`config.mk`:
```
export PLATFORM = sky130hd
export DESIGN_NAME = ptp_bus_master_flat
export DESIGN_NICKNAME = d
export VERILOG_FILES = /design/src/rtl/ptp_bus_master_if.sv /design/src/rtl/ptp_bus_master.sv /design/src/flat_wrapper.sv
export SDC_FILE = /design/constraint.sdc
export NUM_CORES = 1
export LEC_CHECK = 0
export ABC_CLOCK_PERIOD_IN_PS = 6400
export CAP_MARGIN = 25
export CORE_ASPECT_RATIO = 1.4
export CORE_MARGIN = 2
export CORE_UTILIZATION = 30
export DETAILED_ROUTE_END_ITERATION = 7
export SLEW_MARGIN = 25
export SYNTH_ARGS = -nofsm -noshare
export SYNTH_HDL_FRONTEND = slang
export SYNTH_SLANG_ARGS = --single-unit
```
`constraint.sdc`:
```
create_clock -name bus2ip_clk -period 6.4 [get_ports bus2ip_clk]
set_input_delay 1.6 -clock bus2ip_clk [delete_from_list [all_inputs] [get_ports bus2ip_clk]]
set_output_delay 1.6 -clock bus2ip_clk [all_outputs]
set_load 0.03 [all_outputs]
```
`src/rtl/ptp_bus_master_if.sv`:
```
// ptp_bus_master_if
// Groups the command, on-chip-bus and response signals of ptp_bus_master.
//   master modport : the view of the bus master itself (ptp_bus_master)
//   slave  modport : the view of whatever drives commands, sits on the bus
//                    and consumes responses
// Signals:
//   cmd_valid_i / cmd_ready_o        command handshake
//   cmd_wr_i, cmd_addr_i, cmd_data_i command fields (1 = write)
//   cmd_len_i                        read beats minus 1
//   bus2ip_addr_o / bus2ip_data_o    bus address and write data
//   bus2ip_rd_ce_o / bus2ip_wr_ce_o  one-cycle read / write strobes
//   ip2bus_data_i                    read data from the slave(s)
//   rsp_valid_o / rsp_ready_i        response handshake
//   rsp_data_o, rsp_last_o           read data, final-beat marker
//   busy_o                           high whenever the master is not idle
interface ptp_bus_master_if;
    logic        cmd_valid_i;
    logic        cmd_ready_o;
    logic        cmd_wr_i;
    logic [31:0] cmd_addr_i;
    logic [31:0] cmd_data_i;
    logic [3:0]  cmd_len_i;
    logic [31:0] bus2ip_addr_o;
    logic [31:0] bus2ip_data_o;
    logic        bus2ip_rd_ce_o;
    logic        bus2ip_wr_ce_o;
    logic [31:0] ip2bus_data_i;
    logic        rsp_valid_o;
    logic        rsp_ready_i;
    logic [31:0] rsp_data_o;
    logic        rsp_last_o;
    logic        busy_o;

    modport master (
        input  cmd_valid_i, cmd_wr_i, cmd_addr_i, cmd_data_i, cmd_len_i,
        input  ip2bus_data_i, rsp_ready_i,
        output cmd_ready_o, bus2ip_addr_o, bus2ip_data_o,
        output bus2ip_rd_ce_o, bus2ip_wr_ce_o,
        output rsp_valid_o, rsp_data_o, rsp_last_o, busy_o
    );

    modport slave (
        output cmd_valid_i, cmd_wr_i, cmd_addr_i, cmd_data_i, cmd_len_i,
        output ip2bus_data_i, rsp_ready_i,
        input  cmd_ready_o, bus2ip_addr_o, bus2ip_data_o,
        input  bus2ip_rd_ce_o, bus2ip_wr_ce_o,
        input  rsp_valid_o, rsp_data_o, rsp_last_o, busy_o
    );
endinterface

```
`src/rtl/ptp_bus_master.sv`:
```
// ptp_bus_master
// Turns single commands into on-chip-bus accesses: a write becomes one
// wr_ce pulse, a read becomes 1..16 rd_ce beats at incrementing addresses,
// each beat returned as one response. One access is outstanding at a time.
// Ports:
//   bus2ip_clk  clock, rising edge
//   bus2ip_rst  asynchronous active-high reset
//   bus         ptp_bus_master_if.master (command, bus and response signals)
// Parameters:
//   RD_LAT      cycles from the rd_ce cycle to valid ip2bus_data_i (1..7)
//   ADDR_INC    byte-address step between burst beats
//
// state  | meaning
// -------+---------------------------------------------------------------
// S_IDLE | ready for a command
// S_WR   | wr_ce pulse on the bus
// S_RD   | rd_ce pulse on the bus (cycle C)
// S_WAIT | waiting RD_LAT cycles; data sampled on the edge ending C+RD_LAT
// S_RSP  | response presented, held until rsp_ready_i
module ptp_bus_master #(
    parameter int unsigned RD_LAT   = 1,
    parameter logic [31:0] ADDR_INC = 32'd4
) (
    input  logic             bus2ip_clk,
    input  logic             bus2ip_rst,
    ptp_bus_master_if.master bus
);

    typedef enum logic [2:0] {
        S_IDLE,
        S_WR,
        S_RD,
        S_WAIT,
        S_RSP
    } state_t;

    // WAIT lasts RD_LAT cycles, so the down-counter starts at RD_LAT-1.
    localparam logic [2:0] LAT_LOAD = 3'(RD_LAT - 1);

    state_t      state, state_nxt;
    logic [3:0]  beat_cnt;
    logic [2:0]  lat_cnt;
    logic [31:0] addr_q;
    logic [31:0] data_q;
    logic [31:0] rsp_data_q;
    logic        rd_ce_q;
    logic        wr_ce_q;

    logic accept;
    logic sample;
    logic rsp_hs;
    logic advance;

    assign accept  = (state == S_IDLE) && bus.cmd_valid_i;
    assign sample  = (state == S_WAIT) && (lat_cnt == 3'd0);
    assign rsp_hs  = (state == S_RSP) && bus.rsp_ready_i;
    assign advance = rsp_hs && (beat_cnt != 4'd0);

    always_ff @(posedge bus2ip_clk or posedge bus2ip_rst) begin
        if (bus2ip_rst) begin
            state <= S_IDLE;
        end else begin
            state <= state_nxt;
        end
    end

    always_comb begin
        state_nxt = state;
        case (state)
            S_IDLE: begin
                if (bus.cmd_valid_i) begin
                    state_nxt = bus.cmd_wr_i ? S_WR : S_RD;
                end
            end
            S_WR:   state_nxt = S_IDLE;
            S_RD:   state_nxt = S_WAIT;
            S_WAIT: begin
                if (lat_cnt == 3'd0) begin
                    state_nxt = S_RSP;
                end
            end
            S_RSP: begin
                if (bus.rsp_ready_i) begin
                    state_nxt = (beat_cnt == 4'd0) ? S_IDLE : S_RD;
                end
            end
            default: state_nxt = S_IDLE;
        endcase
    end

    always_ff @(posedge bus2ip_clk or posedge bus2ip_rst) begin
        if (bus2ip_rst) begin
            beat_cnt   <= 4'd0;
            lat_cnt    <= 3'd0;
            addr_q     <= 32'd0;
            data_q     <= 32'd0;
            rsp_data_q <= 32'd0;
            rd_ce_q    <= 1'b0;
            wr_ce_q    <= 1'b0;
        end else begin
            if (accept) begin
                addr_q   <= bus.cmd_addr_i;
                beat_cnt <= bus.cmd_wr_i ? 4'd0 : bus.cmd_len_i;
                if (bus.cmd_wr_i) begin
                    data_q <= bus.cmd_data_i;
                end
            end else if (advance) begin
                // Wraps modulo 2^32 by plain 32-bit addition.
                addr_q   <= addr_q + ADDR_INC;
                beat_cnt <= beat_cnt - 4'd1;
            end

            if (state == S_RD) begin
                lat_cnt <= LAT_LOAD;
            end else if ((state == S_WAIT) && (lat_cnt != 3'd0)) begin
                lat_cnt <= lat_cnt - 3'd1;
            end

            // Slaves are OR-combined upstream, so only this one edge matters.
            if (sample) begin
                rsp_data_q <= bus.ip2bus_data_i;
            end

            // Strobes come straight from flops: each is high exactly in its
            // own single-cycle state, so they can never overlap.
            rd_ce_q <= (state_nxt == S_RD);
            wr_ce_q <= (state_nxt == S_WR);
        end
    end

    assign bus.cmd_ready_o    = (state == S_IDLE);
    assign bus.busy_o         = (state != S_IDLE);
    assign bus.bus2ip_addr_o  = addr_q;
    assign bus.bus2ip_data_o  = data_q;
    assign bus.bus2ip_rd_ce_o = rd_ce_q;
    assign bus.bus2ip_wr_ce_o = wr_ce_q;
    assign bus.rsp_valid_o    = (state == S_RSP);
    assign bus.rsp_data_o     = rsp_data_q;
    assign bus.rsp_last_o     = (state == S_RSP) && (beat_cnt == 4'd0);

endmodule

```
`src/flat_wrapper.sv`:
```
// flat-port wrapper written by rule: the top's interface ports become plain ports
module ptp_bus_master_flat 
#(
    parameter int unsigned RD_LAT   = 1,
    parameter logic [31:0] ADDR_INC = 32'd4
)
  (bus2ip_clk, bus2ip_rst, bus_cmd_valid_i, bus_cmd_wr_i, bus_cmd_addr_i, bus_cmd_data_i, bus_cmd_len_i, bus_ip2bus_data_i, bus_rsp_ready_i, bus_cmd_ready_o, bus_bus2ip_addr_o, bus_bus2ip_data_o, bus_bus2ip_rd_ce_o, bus_bus2ip_wr_ce_o, bus_rsp_valid_o, bus_rsp_data_o, bus_rsp_last_o, bus_busy_o);
  ptp_bus_master_if bus_i ();
  input  logic bus2ip_clk;
  input  logic bus2ip_rst;
  input wire logic [$bits(bus_i.cmd_valid_i)-1:0] bus_cmd_valid_i;
  input wire logic [$bits(bus_i.cmd_wr_i)-1:0] bus_cmd_wr_i;
  input wire logic [$bits(bus_i.cmd_addr_i)-1:0] bus_cmd_addr_i;
  input wire logic [$bits(bus_i.cmd_data_i)-1:0] bus_cmd_data_i;
  input wire logic [$bits(bus_i.cmd_len_i)-1:0] bus_cmd_len_i;
  input wire logic [$bits(bus_i.ip2bus_data_i)-1:0] bus_ip2bus_data_i;
  input wire logic [$bits(bus_i.rsp_ready_i)-1:0] bus_rsp_ready_i;
  output wire logic [$bits(bus_i.cmd_ready_o)-1:0] bus_cmd_ready_o;
  output wire logic [$bits(bus_i.bus2ip_addr_o)-1:0] bus_bus2ip_addr_o;
  output wire logic [$bits(bus_i.bus2ip_data_o)-1:0] bus_bus2ip_data_o;
  output wire logic [$bits(bus_i.bus2ip_rd_ce_o)-1:0] bus_bus2ip_rd_ce_o;
  output wire logic [$bits(bus_i.bus2ip_wr_ce_o)-1:0] bus_bus2ip_wr_ce_o;
  output wire logic [$bits(bus_i.rsp_valid_o)-1:0] bus_rsp_valid_o;
  output wire logic [$bits(bus_i.rsp_data_o)-1:0] bus_rsp_data_o;
  output wire logic [$bits(bus_i.rsp_last_o)-1:0] bus_rsp_last_o;
  output wire logic [$bits(bus_i.busy_o)-1:0] bus_busy_o;
  assign bus_i.cmd_valid_i = bus_cmd_valid_i;
  assign bus_i.cmd_wr_i = bus_cmd_wr_i;
  assign bus_i.cmd_addr_i = bus_cmd_addr_i;
  assign bus_i.cmd_data_i = bus_cmd_data_i;
  assign bus_i.cmd_len_i = bus_cmd_len_i;
  assign bus_i.ip2bus_data_i = bus_ip2bus_data_i;
  assign bus_i.rsp_ready_i = bus_rsp_ready_i;
  assign bus_cmd_ready_o = bus_i.cmd_ready_o;
  assign bus_bus2ip_addr_o = bus_i.bus2ip_addr_o;
  assign bus_bus2ip_data_o = bus_i.bus2ip_data_o;
  assign bus_bus2ip_rd_ce_o = bus_i.bus2ip_rd_ce_o;
  assign bus_bus2ip_wr_ce_o = bus_i.bus2ip_wr_ce_o;
  assign bus_rsp_valid_o = bus_i.rsp_valid_o;
  assign bus_rsp_data_o = bus_i.rsp_data_o;
  assign bus_rsp_last_o = bus_i.rsp_last_o;
  assign bus_busy_o = bus_i.busy_o;
  ptp_bus_master #(.RD_LAT(RD_LAT), .ADDR_INC(ADDR_INC)) u_core (.bus2ip_clk(bus2ip_clk), .bus2ip_rst(bus2ip_rst), .bus(bus_i));
endmodule
```
# After elaboration in Yosys (flattened, before gate mapping)

Index checks and enable logic that the tools add are counted.

Flip-flop bits (word level): 108
Input bits: 105
Output and inout port bits: 102
Word-level logic and storage cells: 44

$add $sub $neg: 3
Equality and inequality tests: 5
Mux-type cells: 13
Reduce and logical (&&, ||, !) cells: 15

Operator list:

| operator                                          | count |
|---|---|
| 2-to-1 mux 32 bit                                 | 2 |
| adder 32 x 3 -> 32 bit (second input constant)    | 1 |
| 2-to-1 mux 3 bit                                  | 5 |
| 2-to-1 mux 4 bit                                  | 3 |
| one-hot mux 3 bit (4 select lines)                | 1 |
| == test 3 x 2 -> 1 bit (second input constant)    | 3 |
| logical AND 1 bit                                 | 6 |
| zero test 3 bit                                   | 2 |
| nonzero test 3 bit                                | 2 |
| zero test 4 bit                                   | 1 |
| 2-to-1 mux 2 bit                                  | 2 |
| nonzero test 2 bit                                | 2 |
| nonzero test 4 bit                                | 1 |
| subtractor 4 x 1 -> 4 bit (second input constant) | 1 |
| == test 3 x 1 -> 1 bit (second input constant)    | 1 |
| == test 3 bit (second input constant)             | 1 |
| subtractor 3 x 1 -> 3 bit (second input constant) | 1 |
| AND reduction 2 bit                               | 1 |

# Logic depth before layout (Yosys ltp)

Gate-level depths: netlist of the first run.

Depth in word-level cells: 5
Gate-level depth with buffers: 9

# Worst setup path after synthesis of the first run

No wires, ideal clock.

Path type: input-to-reg
Start: input bus_rsp_ready_i
End: register u_core.addr_q[30], in the netlist u_core.bus.bus2ip_addr_o[30]
Library setup time: 0.069 ns
Arrival time: 3.053 ns
Slack: 3.278 ns
Stages on the path: 5
Buffers on the path: 0
Cell sequence: nand4bb_4 or3b_1 or3_1 or4_1 nand3_1

Cells in the longest elaborated chain, start to end: 3

Ends and longest elaborated chain:

| item                                | RTL line              | source |
|---|---|---|
| start: declaration                  | flat_wrapper.sv:17    | `input wire logic [$bits(bus_i.rsp_ready_i)-1:0] bus_rsp_ready_i;` |
| logical AND 1 bit                   | ptp_bus_master.sv:56  | `assign rsp_hs = (state == S_RSP) && bus.rsp_ready_i;` |
| logical AND 1 bit                   | ptp_bus_master.sv:57  | `assign advance = rsp_hs && (beat_cnt != 4'd0);` |
| nonzero test 2 bit (no source line) | -                     |  |
| end signal: assignment              | ptp_bus_master.sv:102 | `addr_q <= bus.cmd_addr_i;` |
| end signal: assignment              | ptp_bus_master.sv:109 | `addr_q <= addr_q + ADDR_INC;` |
| end: declaration                    | ptp_bus_master.sv:43  | `logic [31:0] addr_q;` |

No other way between the ends.
A chain may end at the register's enable or synchronous reset.

# Worst setup path after layout of the first run

Start: register u_core.beat_cnt[0]
End: output bus_rsp_last_o

Cells in the longest elaborated chain, start to end: 2

Ends and longest elaborated chain:

| item                     | RTL line              | source |
|---|---|---|
| start: declaration       | ptp_bus_master.sv:41  | `logic [3:0] beat_cnt;` |
| start signal: assignment | ptp_bus_master.sv:103 | `beat_cnt <= bus.cmd_wr_i ? 4'd0 : bus.cmd_len_i;` |
| start signal: assignment | ptp_bus_master.sv:110 | `beat_cnt <= beat_cnt - 4'd1;` |
| zero test 4 bit          | ptp_bus_master.sv:139 | `assign bus.rsp_last_o = (state == S_RSP) && (beat_cnt == 4'd0);` |
| logical AND 1 bit        | ptp_bus_master.sv:139 |  |
| end: declaration         | flat_wrapper.sv:25    | `output wire logic [$bits(bus_i.rsp_last_o)-1:0] bus_rsp_last_o;` |

No other way between the ends.

==> results of run 1 <==
-- flip-flops by register name, summed over array words and instances, names as in the netlist --
register and count:
u_core.beat_cnt 4, u_core.bus.bus2ip_addr_o 32, u_core.bus.bus2ip_data_o 32, u_core.bus.bus2ip_rd_ce_o 1, u_core.bus.bus2ip_wr_ce_o 1, u_core.bus.rsp_data_o 32, u_core.lat_cnt 3, u_core.state 3
-- layer usage --
layer  wire length (um)  GRT usage (%)
met2               6708          27.81
met4                231          5.833
met1               5133          17.17
met5                  0              0
met3                993          5.353
-- path summary, 6_finish.rpt --
kind / startpoint / slack (ps) / cells after the start / endpoint
worst min-delay path: u_core.lat_cnt[1] / 480 / 2 / u_core.lat_cnt[1]
max in group asynchronous: bus2ip_rst / 3520 / 3 / u_core.lat_cnt[2]
worst max register to register: u_core.state[0] / 3770 / 6 / u_core.bus.bus2ip_data_o[25]
min in group asynchronous: bus2ip_rst / 1720 / 2 / u_core.bus.rsp_data_o[21]
worst max-delay path: u_core.beat_cnt[0] / 2470 / 5 / bus_rsp_last_o
worst min register to register: u_core.lat_cnt[1] / 480 / 2 / u_core.lat_cnt[1]
-- logic make-up after synthesis --
kind of cell | share of synthesized area [%]
fa+ha+maj | 1.050
mux | 15.32
simple gates | 14.38
xor+xnor | 3.490
flops | 56.68
buf+inv | 2.807
compound gates | 6.272
-- worst max-delay path: stages, from the launching register on --
cell             delay (ps)
dfrtp_1                 390
inv_1                    90
ha_1                    200
or3b_2                  490
nor2_1                  120
clkdlybuf4s50_1         700
-- cell usage after synthesis (2+ instances only) --
cell	count	area, um2
dfrtp_1	108	2703
nand2_1	52	195.2
mux2_2	41	461.7
mux2_1	23	259.0
o21ai_0	22	110.1
nand3_1	20	100.1
clkbuf_1	12	45.04
inv_1	12	45.04
nor2_1	10	37.54
xor2_1	10	87.58
xnor2_1	9	78.83
nand4_1	8	50.05
a21oi_1	7	35.03
and3_1	6	37.54
buf_2	5	25.02
nor3_1	5	25.02
o21ai_1	5	25.02
or4_1	5	37.54
and2_1	4	25.02
and4_1	4	35.03
ha_1	4	50.05
nor4_1	4	25.02
o211ai_1	4	30.03
o311ai_0	3	26.28
or3_1	3	18.77
nand2b_1	2	12.51
o22ai_1	2	12.51
-- layout make-up --
cell class,instances,area (um2)
well taps,196,245.2
clock inverters,5,57.56
multi-input cells,269,1938
clock buffers,11,252.7
fillers,1499,8208
repair buffers,209,2085
flip-flops and latches,108,2703
inverters,13,51.30
-- power groups by stage --
stage / logic (mW) / registers, mW / clock network [mW]
final: 1.99 / 1.25 / 0.581
after global routing: 2.12 / 1.31 / 0.626
after CTS: 2.02 / 1.26 / 0.601
after detailed placement: 2.01 / 1.27 / 0
after global placement: 1.99 / 1.25 / 0
after floorplan: 0.564 / 1.83 / 0
-- stage by stage --
| step | cells | cell area [um2] | total power, mW |
|---|---|---|---|
| CTS | 811 | 7332 | 3.879 |
| global route | 811 | 7332 | 4.058 |
| finish | 811 | 7332 | 3.828 |
| floorplan | 409 | 4768 | 2.399 |
| global placement | 795 | 7022 | 3.243 |
| detailed placement | 795 | 7022 | 3.279 |
==> results.yml, run 1 <==
run_status:
  status: "completed"
sta:
  fin_crit_sh_pct: 61.43
  setup_tns_ps: 0
  drv_slew: 0
  rsz0062_at_grt: "false"
  clock.fmax_ghz: 0.2543
  fin_crit_ps: 3932
  worstMarginPinSlew_ps: 908.7
  fin_skew_ps: 5.526
  layout_setup_ws_ps: 2468
  hold_viol_final: 0
  max_slew_margin_pct: 39.42
  finalSetupViolations: 0
  hold_ws_ps: 484.3
power:
  swShare_pct: 41.87
  peakVddDrop_mv: 0.2816
  p_sw_mw: 1.603
  combPwrFrac_pct: 52.1
  clkPwrFrac_pct: 15.2
  p_leak_nw: 2.962
  powerDensity_nw_per_um2: 522.1
  seqPwrFrac_pct: 32.7
  power.internal_mw: 2.225
worst_setup_path:
  cp_max_fo: 3
  required_ps: 4800
  critPathLaunchType: "register"
  critical_path_arrival_ps: 2330
  crit_path_end_kind: "output pin"
  crit_type: "reg2out"
finish:
  final_cell_mix: "clkdlybuf4s50_1, dfrtp_1, nand2_1"
  antenna_cells: 0
  final_nets: 719
  post-route-util_pct: 47.18
  area_growth_pct: 53.77
  drive_above_1_share_pct: 11.22
  final_common_cell: "clkdlybuf4s50_1"
synthesis:
  synth_edf_count: 0
  syn_inst: 409
  ys_seq_area_share_pct: 56.68
  avgSynthCellArea_um2: 11.66
  synth_warnings: 0
  synthesis.nets: 518
  synth_flop_cell: "dfrtp_1"
  synth-seq-cells: 108
  synth.distinct_cells: 46
  ys_async_sr_fraction_pct: 100.0
  netlist_area_um2: 4768
drt:
  drt.antenna.violating_nets: 0
  via_per_inst: 4.782
  routed_wirelength_um: 13070
  first_pass_iters: 5
  vias: 3878
  drc: 0
  wire_per_inst_um: 16.11
  drt_iter0_drc: 140
global_route:
  grt_antenna_before_repair: 0
  grt.overflow.total: 0
  grt_usage_pct: 15.63
  grt_pass1_vias: 4226
  grt_max_degree: 60
  grt_pass1_wl_um: 21310
die:
  die_area_um2: 16930
  die_w_um: 110.6
  num_rows: 54
  start_util_pct: 30.68
  die_h_um: 153.2
  fp.coreArea_um2: 15540
  num_io_pins: 207
job:
  cap_violations: 0
clock_tree:
  cts.clk_slew.worst_paths_ps: 70
  root_buffer: "clkbuf_16"
  cts-resized-gates: 0
  insertion_delay_ps: 350
  cts_buffers: 9
  hold_buffers: 0
  cts_sinks: 108
  htreeDepth: 3
  postCtsSetupBuffers: 0
  clock_path_buffers: 2
  cts_tree: "yes"
placed_design:
  place_hpwl_um: 9797
  gp_congestion: 0.7974
  portBuffers: 206
  dp_slack_ps: 2425
hold_path:
  hold_path_class: "reg2reg"
(Power assumes the default switching activity.)
==> run 2: changes to the inputs <==
--- a/config.mk
+++ b/config.mk
@@ -5,7 +5,7 @@
 export SDC_FILE = /design/constraint.sdc
 export NUM_CORES = 1
 export LEC_CHECK = 0
-export ABC_CLOCK_PERIOD_IN_PS = 6400
+export ABC_CLOCK_PERIOD_IN_PS = 3500
 export CAP_MARGIN = 25
 export CORE_ASPECT_RATIO = 1.4
 export CORE_MARGIN = 2
==> constraint.sdc (replaced) <==
create_clock -name bus2ip_clk -period 3.5 [get_ports bus2ip_clk]
set_input_delay 0.875 -clock bus2ip_clk [delete_from_list [all_inputs] [get_ports bus2ip_clk]]
set_output_delay 0.875 -clock bus2ip_clk [all_outputs]
set_load 0.03 [all_outputs]
==> run 2 against run 1 <==
Effect of this change: first-iteration DRC count grew 2.1%; global-route usage grew 0.53 points; total power grew 84%; combinational power grew 84%; sequential power grew 84%; critical path depth is the same; worst setup slack lost 2200 ps; utilization grew 0.42 points; count of clock-buffer cells in the layout shrank 2; die area is the same; register-to-register slack lost 2600 ps; hold slack gained 10 ps; largest cell class unchanged.
==> results.yml, run 2 (synthesis gave the netlist of run 1 again) <==
power:
  powerDensity_nw_per_um2: 954.7
  p_leak_nw: 2.983
  peakVddDrop_mv: 0.4676
clock_tree:
  postCtsSetupBuffers: 0
  cts_buffers: 9
  cts_tree: "yes"
  root_buffer: "clkbuf_16"
  cts_sinks: 108
  htreeDepth: 3
  cts.clk_slew.worst_paths_ps: 80
  cts-resized-gates: 0
  insertion_delay_ps: 350
  hold_buffers: 0
  clock_path_buffers: 2
placed_design:
  dp_slack_ps: 436.9
  portBuffers: 206
  place_hpwl_um: 10320
  gp_congestion: 0.8026
finish:
  area_growth_pct: 55.13
  final_cell_mix: "clkdlybuf4s50_1, dfrtp_1, nand2_1"
  final_nets: 723
  final_common_cell: "clkdlybuf4s50_1"
  drive_above_1_share_pct: 11.79
  fill_cells: 1447
  antenna_cells: 0
  post-route-util_pct: 47.60
sta:
  clock.fmax_ghz: 0.3123
  hold_viol_final: 0
  max_slew_margin_pct: 43.73
  layout_setup_ws_ps: 298.4
  fin_crit_sh_pct: 91.47
  fin_skew_ps: 11.46
  drv_slew: 0
  hold_ws_ps: 494.8
  rsz0062_at_grt: "false"
  finalSetupViolations: 0
  setup_tns_ps: 0
  fin_crit_ps: 3202
  worstMarginPinSlew_ps: 843.1
die:
  start_util_pct: 30.68
  fp.coreArea_um2: 15540
  die_w_um: 110.6
  num_io_pins: 207
  die_h_um: 153.2
  num_rows: 54
  die_area_um2: 16930
drt:
  vias: 3904
  route.met2.wl_um: 6874
  top_layer: "met4"
  routed_wirelength_um: 13460
  wl_met1_um: 5377
  drt.antenna.violating_nets: 0
  drc: 0
  first_pass_iters: 4
  drt_iter0_drc: 143
  wl_met3_um: 917
  via_per_inst: 4.790
  wire_per_inst_um: 16.52
global_route:
  grt_usage_pct: 16.16
  grt.overflow.total: 0
  grt_pass1_vias: 4278
  grt_pass1_wl_um: 22140
  grt_max_degree: 41
  grt_antenna_before_repair: 0
worst_setup_path:
  crit_path_end_kind: "output pin"
  critical_path_arrival_ps: 2330
  required_ps: 2620
  r2r_cells: 7
  critPathLaunchType: "register"
  crit_type: "reg2out"
  cp_max_fo: 3
run_status:
  status: "completed"
hold_path:
  hold_depth: 2
  hold_path_class: "reg2reg"
job:
  cap_violations: 0
-- run 2: changes by cell type in the layout (fill, tap and decap cells not counted) --
cell / delta
inv_8: +2
clkinv_8: +1
clkbuf_8: -2
inv_4: -1
clkinv_2: -2
buf_4: +2
clkinvlp_4: +2
buf_12: +2
-- run 2: routing by layer --
layer	vias to the layer above	GRT usage, %
met5	-	0
met4	0	5.714
met1	1904	18.71
met3	18	4.917
met2	133	28.28
li1	1849	-
-- run 2: worst paths after layout --
path / from / endpoint / slack, ps
setup / recovery: u_core.beat_cnt[0] / bus_rsp_last_o / 300
hold / removal: u_core.bus.bus2ip_addr_o[0] / u_core.bus.bus2ip_addr_o[0] / 490
setup reg to reg: u_core.beat_cnt[0] / u_core.bus.bus2ip_addr_o[30] / 1190
min in group asynchronous: bus2ip_rst / u_core.beat_cnt[2] / 1010
hold reg to reg: u_core.bus.bus2ip_addr_o[0] / u_core.bus.bus2ip_addr_o[0] / 490
max in group asynchronous: bus2ip_rst / u_core.bus.bus2ip_addr_o[20] / 1840
-- run 2: cell type report --
| type | count | area, um2 | area share (%) |
|---|---|---|---|
| Sequential cell | 108 | 2703 | 36.54 |
| Inverter | 13 | 52.55 | 0.7104 |
| Clock buffer | 9 | 225.2 | 3.045 |
| Tap cell | 196 | 245.2 | 3.315 |
| Clock inverter | 7 | 93.84 | 1.269 |
| Timing Repair Buffer | 213 | 2140 | 28.92 |
| Multi-Input combinational cell | 269 | 1938 | 26.20 |
-- run 2: critical path, stage by stage, from the launching register on --
cell,delay (ps)
dfrtp_1,390
inv_1,100
ha_1,180
or3b_2,490
nor2_1,120
clkdlybuf4s50_1,700
-- run 2: per-stage QoR --
stage	area (um2)	instances	total power [mW]
final	7397	815	7.062
after global routing	7397	815	7.460
after CTS	7397	815	7.162
after detailed placement	7078	799	6.028
after global placement	7078	799	5.956
after floorplan	4772	409	4.387
-- run 2: report_power, final --
group	switching, mW	leakage [nW]	internal, mW
logic	2.03	1.54	1.64
clock network	0.517	0.153	0.578
registers	0.452	1.29	1.85
total	3.00	2.98	4.06
